===== config.mk =====
export PLATFORM = sky130hd
export DESIGN_NAME = intc_vectored_flat
export DESIGN_NICKNAME = d
export VERILOG_FILES = /design/src/rtl/intc_vectored_if.sv /design/src/rtl/intc_vectored.sv /design/src/flat_wrapper.sv
export SDC_FILE = /design/constraint.sdc
export NUM_CORES = 1
export LEC_CHECK = 0
export ABC_CLOCK_PERIOD_IN_PS = 2000
export BUFFER_PORTS_ARGS = -buffer_cell sky130_fd_sc_hd__buf_2
export CORE_MARGIN = 1
export CORE_UTILIZATION = 50
export CTS_BUF_LIST = sky130_fd_sc_hd__clkbuf_4 sky130_fd_sc_hd__clkbuf_8
export DETAILED_ROUTE_END_ITERATION = 12
export GPL_TIMING_DRIVEN = 0
export PLACE_DENSITY = 0.82
export RECOVER_POWER = 25
export SLEW_MARGIN = 10
export SYNTH_ARGS = -nofsm -noshare
export SYNTH_HDL_FRONTEND = slang
export SYNTH_SLANG_ARGS = --single-unit

===== constraint.sdc =====
create_clock -name clk -period 2 [get_ports clk]
set_clock_uncertainty 0.15 [all_clocks]
set_input_delay 0.4 -clock clk [delete_from_list [all_inputs] [get_ports clk]]
set_output_delay 0.4 -clock clk [all_outputs]
set_load 0.02 [all_outputs]

===== src/rtl/intc_vectored_if.sv =====
// intc_vectored_if: interrupt pins, mask port, fetch-CU handshake and status.
// master = fetch CU / pin side, slave = the interrupt controller.
interface intc_vectored_if #(
    parameter int N_SRC      = 4,
    parameter int NEST_DEPTH = 2,
    parameter int VEC_W      = 8
);
    localparam int ID_W  = (N_SRC > 1) ? $clog2(N_SRC) : 1;
    localparam int LVL_W = $clog2(NEST_DEPTH + 1);

    logic [N_SRC-1:0] irq_in;
    logic             mask_wr;
    logic [N_SRC-1:0] mask_data;
    logic             int_ack;
    logic             rti;
    logic             intr;
    logic [ID_W-1:0]  int_id;
    logic [VEC_W-1:0] vec_addr;
    logic             in_service;
    logic [LVL_W-1:0] nest_level;
    logic             err;

    modport master (
        output irq_in, mask_wr, mask_data, int_ack, rti,
        input  intr, int_id, vec_addr, in_service, nest_level, err
    );

    modport slave (
        input  irq_in, mask_wr, mask_data, int_ack, rti,
        output intr, int_id, vec_addr, in_service, nest_level, err
    );
endinterface


===== src/rtl/intc_vectored.sv =====
// intc_vectored: prioritised vectored interrupt controller with in-service stack.
// Define INTC_NEST_EN for nesting/preemption; otherwise effective depth is 1.
module intc_vectored #(
    parameter int N_SRC      = 4,
    parameter int NEST_DEPTH = 2,
    parameter int VEC_W      = 8,
    parameter int VEC_BASE   = 0
) (
    input  logic           clk,
    input  logic           rst,
    intc_vectored_if.slave bus
);
    localparam int ID_W  = (N_SRC > 1) ? $clog2(N_SRC) : 1;
    localparam int LVL_W = $clog2(NEST_DEPTH + 1);
`ifdef INTC_NEST_EN
    localparam int DEPTH = NEST_DEPTH;
`else
    localparam int DEPTH = 1;
`endif

    typedef enum logic [1:0] {IDLE, REQ, HOLD} state_t;

    state_t state_q, state_d;

    logic [N_SRC-1:0]      irq_q;
    logic [N_SRC-1:0]      pend_q;
    logic [N_SRC-1:0]      mask_q;
    logic [N_SRC-1:0]      edge_w;
    logic [N_SRC-1:0]      clr_w;
    logic [N_SRC-1:0]      act_w;
    logic [ID_W-1:0]       id_q;
    logic [ID_W-1:0]       cand;
    logic [ID_W-1:0]       tos;
    logic                  cand_v;
    logic                  elig;
    logic                  latch;
    logic                  take;
    logic                  pop;
    logic [DEPTH*ID_W-1:0] stk_q;
    logic [LVL_W-1:0]      lvl_q;
    logic                  err_q;
    int                    tos_idx;
    int                    push_idx;

    assign edge_w = bus.irq_in & ~irq_q;
    assign act_w  = pend_q & mask_q;
    assign clr_w  = take ? (N_SRC'(1) << id_q) : '0;
    assign pop    = bus.rti && (lvl_q != '0);

    // Lowest-index enabled pending source wins.
    always_comb begin
        cand   = '0;
        cand_v = 1'b0;
        for (int i = N_SRC - 1; i >= 0; i--) begin
            if (act_w[i]) begin
                cand   = ID_W'(i);
                cand_v = 1'b1;
            end
        end
    end

    // Stack pointers and eligibility (strict preemption against top-of-stack).
    always_comb begin
        tos_idx  = (lvl_q == '0) ? 0 : int'(lvl_q) - 1;
        push_idx = (int'(lvl_q) < DEPTH) ? int'(lvl_q) : DEPTH - 1;
        tos      = stk_q[tos_idx*ID_W +: ID_W];
        elig     = cand_v && (int'(lvl_q) < DEPTH) &&
                   ((lvl_q == '0) || (cand < tos));
    end

    // Request FSM next-state logic.
    always_comb begin
        state_d = state_q;
        latch   = 1'b0;
        take    = 1'b0;
        unique case (state_q)
            IDLE: begin
                if (elig) begin
                    latch   = 1'b1;
                    state_d = REQ;
                end
            end
            REQ: begin
                if (bus.int_ack) begin
                    take    = 1'b1;
                    state_d = HOLD;
                end
            end
            HOLD:    state_d = IDLE;
            default: state_d = IDLE;
        endcase
    end

    // FSM state and frozen request ID.
    always_ff @(posedge clk or negedge rst) begin
        if (!rst) begin
            state_q <= IDLE;
            id_q    <= '0;
        end else begin
            state_q <= state_d;
            if (latch) id_q <= cand;
        end
    end

    // Edge detect, pending latch (new edge beats ack clear) and mask.
    always_ff @(posedge clk or negedge rst) begin
        if (!rst) begin
            irq_q  <= '0;
            pend_q <= '0;
            mask_q <= '1;
        end else begin
            irq_q  <= bus.irq_in;
            pend_q <= (pend_q & ~clr_w) | edge_w;
            if (bus.mask_wr) mask_q <= bus.mask_data;
        end
    end

    // In-service stack: pop on RTI, push on ack, replace top when both.
    always_ff @(posedge clk or negedge rst) begin
        if (!rst) begin
            stk_q <= '0;
            lvl_q <= '0;
            err_q <= 1'b0;
        end else begin
            if (bus.rti && (lvl_q == '0)) err_q <= 1'b1;
            if (take && pop) begin
                stk_q[tos_idx*ID_W +: ID_W] <= id_q;
            end else if (pop) begin
                lvl_q <= lvl_q - LVL_W'(1);
            end else if (take) begin
                stk_q[push_idx*ID_W +: ID_W] <= id_q;
                lvl_q <= lvl_q + LVL_W'(1);
            end
        end
    end

    assign bus.intr       = (state_q == REQ);
    assign bus.int_id     = id_q;
    assign bus.vec_addr   = VEC_W'(VEC_BASE) + VEC_W'(id_q);
    assign bus.in_service = (lvl_q != '0);
    assign bus.nest_level = lvl_q;
    assign bus.err        = err_q;
endmodule


===== src/flat_wrapper.sv =====
// flat-port wrapper written by rule: the top's interface ports become plain ports
module intc_vectored_flat 
#(
    parameter int N_SRC      = 4,
    parameter int NEST_DEPTH = 2,
    parameter int VEC_W      = 8,
    parameter int VEC_BASE   = 0
)
  (clk, rst, bus_irq_in, bus_mask_wr, bus_mask_data, bus_int_ack, bus_rti, bus_intr, bus_int_id, bus_vec_addr, bus_in_service, bus_nest_level, bus_err);
  intc_vectored_if #(.N_SRC(N_SRC), .NEST_DEPTH(NEST_DEPTH), .VEC_W(VEC_W)) bus_i ();
  input  logic clk;
  input  logic rst;
  input wire logic [$bits(bus_i.irq_in)-1:0] bus_irq_in;
  input wire logic [$bits(bus_i.mask_wr)-1:0] bus_mask_wr;
  input wire logic [$bits(bus_i.mask_data)-1:0] bus_mask_data;
  input wire logic [$bits(bus_i.int_ack)-1:0] bus_int_ack;
  input wire logic [$bits(bus_i.rti)-1:0] bus_rti;
  output wire logic [$bits(bus_i.intr)-1:0] bus_intr;
  output wire logic [$bits(bus_i.int_id)-1:0] bus_int_id;
  output wire logic [$bits(bus_i.vec_addr)-1:0] bus_vec_addr;
  output wire logic [$bits(bus_i.in_service)-1:0] bus_in_service;
  output wire logic [$bits(bus_i.nest_level)-1:0] bus_nest_level;
  output wire logic [$bits(bus_i.err)-1:0] bus_err;
  assign bus_i.irq_in = bus_irq_in;
  assign bus_i.mask_wr = bus_mask_wr;
  assign bus_i.mask_data = bus_mask_data;
  assign bus_i.int_ack = bus_int_ack;
  assign bus_i.rti = bus_rti;
  assign bus_intr = bus_i.intr;
  assign bus_int_id = bus_i.int_id;
  assign bus_vec_addr = bus_i.vec_addr;
  assign bus_in_service = bus_i.in_service;
  assign bus_nest_level = bus_i.nest_level;
  assign bus_err = bus_i.err;
  intc_vectored #(.N_SRC(N_SRC), .NEST_DEPTH(NEST_DEPTH), .VEC_W(VEC_W), .VEC_BASE(VEC_BASE)) u_core (.clk(clk), .rst(rst), .bus(bus_i));
endmodule

==> flow_summary.yaml <==
final_layout:
  n_fill_cell: 120
  finish.utilization: 0.667
  num_antenna_cells: 0
  area_growth_syn_to_layout_pct: 21.0
  nets: 122
  drive_gt1_frac: 0.396
floorplanning:
  boundaryPins: 28
  initial_utilization: 0.551
  dieArea_um2: 1890
  core.rowCount: 14
  dieWidth_um: 43.5
  core_area_um2: 1560
  die-height_um: 43.5
detailed_routing:
  antenna_left: 0
  via_count: 586
  wl_per_cell_um: 10.9
  drtIter0Drc: 15
  dr.pass1.iters: 9
  drc: 7
  vias_per_cell: 4.80
  totalWireLength_mm: 1.33
cts:
  postCtsHoldBufs: 1
  numCtsBuffers: 3
  clkSinkCount: 19
  clk_pin_slew_worst_paths_ns: 0.10
  cts_tree: "done"
  cts_max_level: 1
  cts_buffer_depth: 2
  clockRootBuffer: "clkbuf_4"
  cts_resized: 0
  clk_latency_ns: 0.30
  post_cts_buffers: 0
timing:
  hold_viol: 0
  rsz0062_at_grt: "no"
  worst_pin_slew_ns: 0.971
  final.setup.tns_ns: 0
  layout_min_cycle_time_ns: 1.77
  max_clock_freq_mhz: 566
  fin_hold_ws_ns: 0.0629
  period_share: 0.884
  drv_slew: 0
  setup_viol: 0
  relSlewSlack: 0.352
status:
  violations: "DRC"
  status: "finished, violations left"
power_and_ir_drop:
  vdd_drop_max_v: 0.000761
  leakage_nw: 0.529
  p_per_area_nw_per_um2: 1230
grt:
  grt_remaining_overflow: 0
  grtUsageTotal: 0.173
  grt_start_max_net_pins: 20
  antenna_found_initial: 0
  grt_pass1_vias: 593
  grt_pass1_wl_mm: 2.35
worst_setup_path:
  startpoint: "u_core.bus.nest_level[0]"
  crit_path_end: "bus_in_service"
  cp-start-kind: "flip-flop"
  worstPathRequired_ns: 1.45
  arrival_ns: 1.22
  r2r_slack_ns: 0.34
  r2r.worst_path.cells: 5
  reg2reg_from: "u_core.bus.nest_level[0]"
  cp-end-kind: "output pin"
  reg2reg_to: "u_core.bus.nest_level[0]"
  worstPathMaxFanout: 3
  crit_type: "flip-flop to output pin"
synth:
  synth_area_leaders: "dfrtp_1, dfstp_2, buf_4"
  synthArstFlopShare: 1.00
  yosysSeqAreaShare: 0.559
  ys_types: 24
  synth_ff_type: "dfrtp_1"
  yosysMostFrequentCell: "dfrtp_1"
  postSynthAreaPerCell_um2: 11.5
  yosys_warnings: 0
  syn_area_um2: 860
  synth_enable_flop_cells: 0
  synth-seq-cells: 19
  synth_cells: 75
  synth_common_cells: "dfrtp_1, o21ai_0, buf_4, inv_1"
  yosys.area.top_type_share: 0.437
  yosys.area.top_type: "dfrtp_1"
hold_path:
  holdPathStages: 1
  hold_class: "input port to flip-flop"
placed_design:
  numPortBuffers: 21
  place_congestion: 0.727
  dp_hpwl_mm: 1.04
job:
  drv_cap: 0
-- report_power, final --
| part | switching [mW] | internal (mW) |
|---|---|---|
| combinational | 0.289 | 0.235 |
| clock | 0.115 | 0.0913 |
| sequential | 0.0777 | 0.475 |
-- routing by layer --
metal,track usage,part of all wire,up-vias
met5,0,0,-
met4,0.0938,0.014,0
met3,0.0375,0.053,4
met2,0.285,0.51,18
met1,0.213,0.43,272
li1,-,-,292
-- kinds of logic (layout without fill, tap and decap cells) --
family / after synthesis / count (layout) / synth area share
flops: 19 / 19 / 0.559
buf+inv: 18 / 44 / 0.115
compound gates: 17 / 17 / 0.116
simple gates: 11 / 11 / 0.0859
mux: 5 / 5 / 0.0699
fa+ha+maj: 2 / 2 / 0.0291
xor+xnor: 2 / 2 / 0.0204
other cells: 1 / 6 / 0.00436
-- critical path, cell delays in order, from the launching register on --
cell     delay [ns]
dfrtp_1        0.39
inv_1          0.06
ha_1           0.23
inv_2          0.08
buf_2          0.16
-- stage by stage --
stage / instance area (µm²) / setup slack [ns] / total power [mW] / instances
after floorplan: 878 / 0.327 / 0.936 / 80
after global placement: 1000 / 0.394 / 1.06 / 117
after detailed placement: 1000 / 0.349 / 1.09 / 117
after CTS: 1040 / 0.225 / 1.29 / 122
after global routing: 1040 / 0.166 / 1.37 / 122
final: 1040 / 0.232 / 1.28 / 122
-- sequential cells by signal (all words and copies together), names as in the netlist --
name and count:
u_core.mask_q 4, u_core.state_q 2, u_core.bus.err 1, u_core.bus.nest_level 2, u_core.pend_q 4, u_core.bus.int_id 2
u_core.irq_q 4
-- area by class of cell --
| type | instances | area (µm²) | share of cell area |
|---|---|---|---|
| Timing Repair Buffer | 22 | 111 | 0.107 |
| Inverter | 9 | 33.8 | 0.0325 |
| Buffer | 9 | 65.1 | 0.0626 |
| Multi-Input combinational cell | 43 | 299 | 0.288 |
| Tap cell | 16 | 20.0 | 0.0193 |
| Sequential cell | 19 | 480 | 0.462 |
| Clock buffer | 4 | 30.0 | 0.0289 |
-- cell usage in the layout, fill, tap and decap left out, drive strengths merged --
cell         netlist  routed
dfrtp             15      15
nor3               1       1
and3b              2       2
o21ai             10      10
a32oi              1       1
conb               1       6
nand2              4       4
nand2b             2       2
ha                 2       2
nor2               1       1
a22o               1       1
inv                9       9
buf                9      27
dfstp              4       4
xnor2              1       1
dlygate4sd3        0       1
a21o               1       1
and2b              1       1
a21oi              4       4
mux2               5       5
clkbuf             0       7
xor2               1       1
-- worst min-delay path by stage --
stage	startpoint	endpoint	slack, ns
2_1_floorplan	rst	u_core.bus.err	-0.05
3_3_place_gp	rst	u_core.state_q[0]	0.20
3_5_place_dp	rst	u_core.bus.err	0.20
4_1_cts	bus_irq_in[1]	u_core.irq_q[1]	0.07
5_1_grt	bus_irq_in[3]	u_core.irq_q[3]	0.06
6_report	bus_irq_in[1]	u_core.irq_q[1]	0.06
Note: power is estimated with default switching activity, not from simulation.
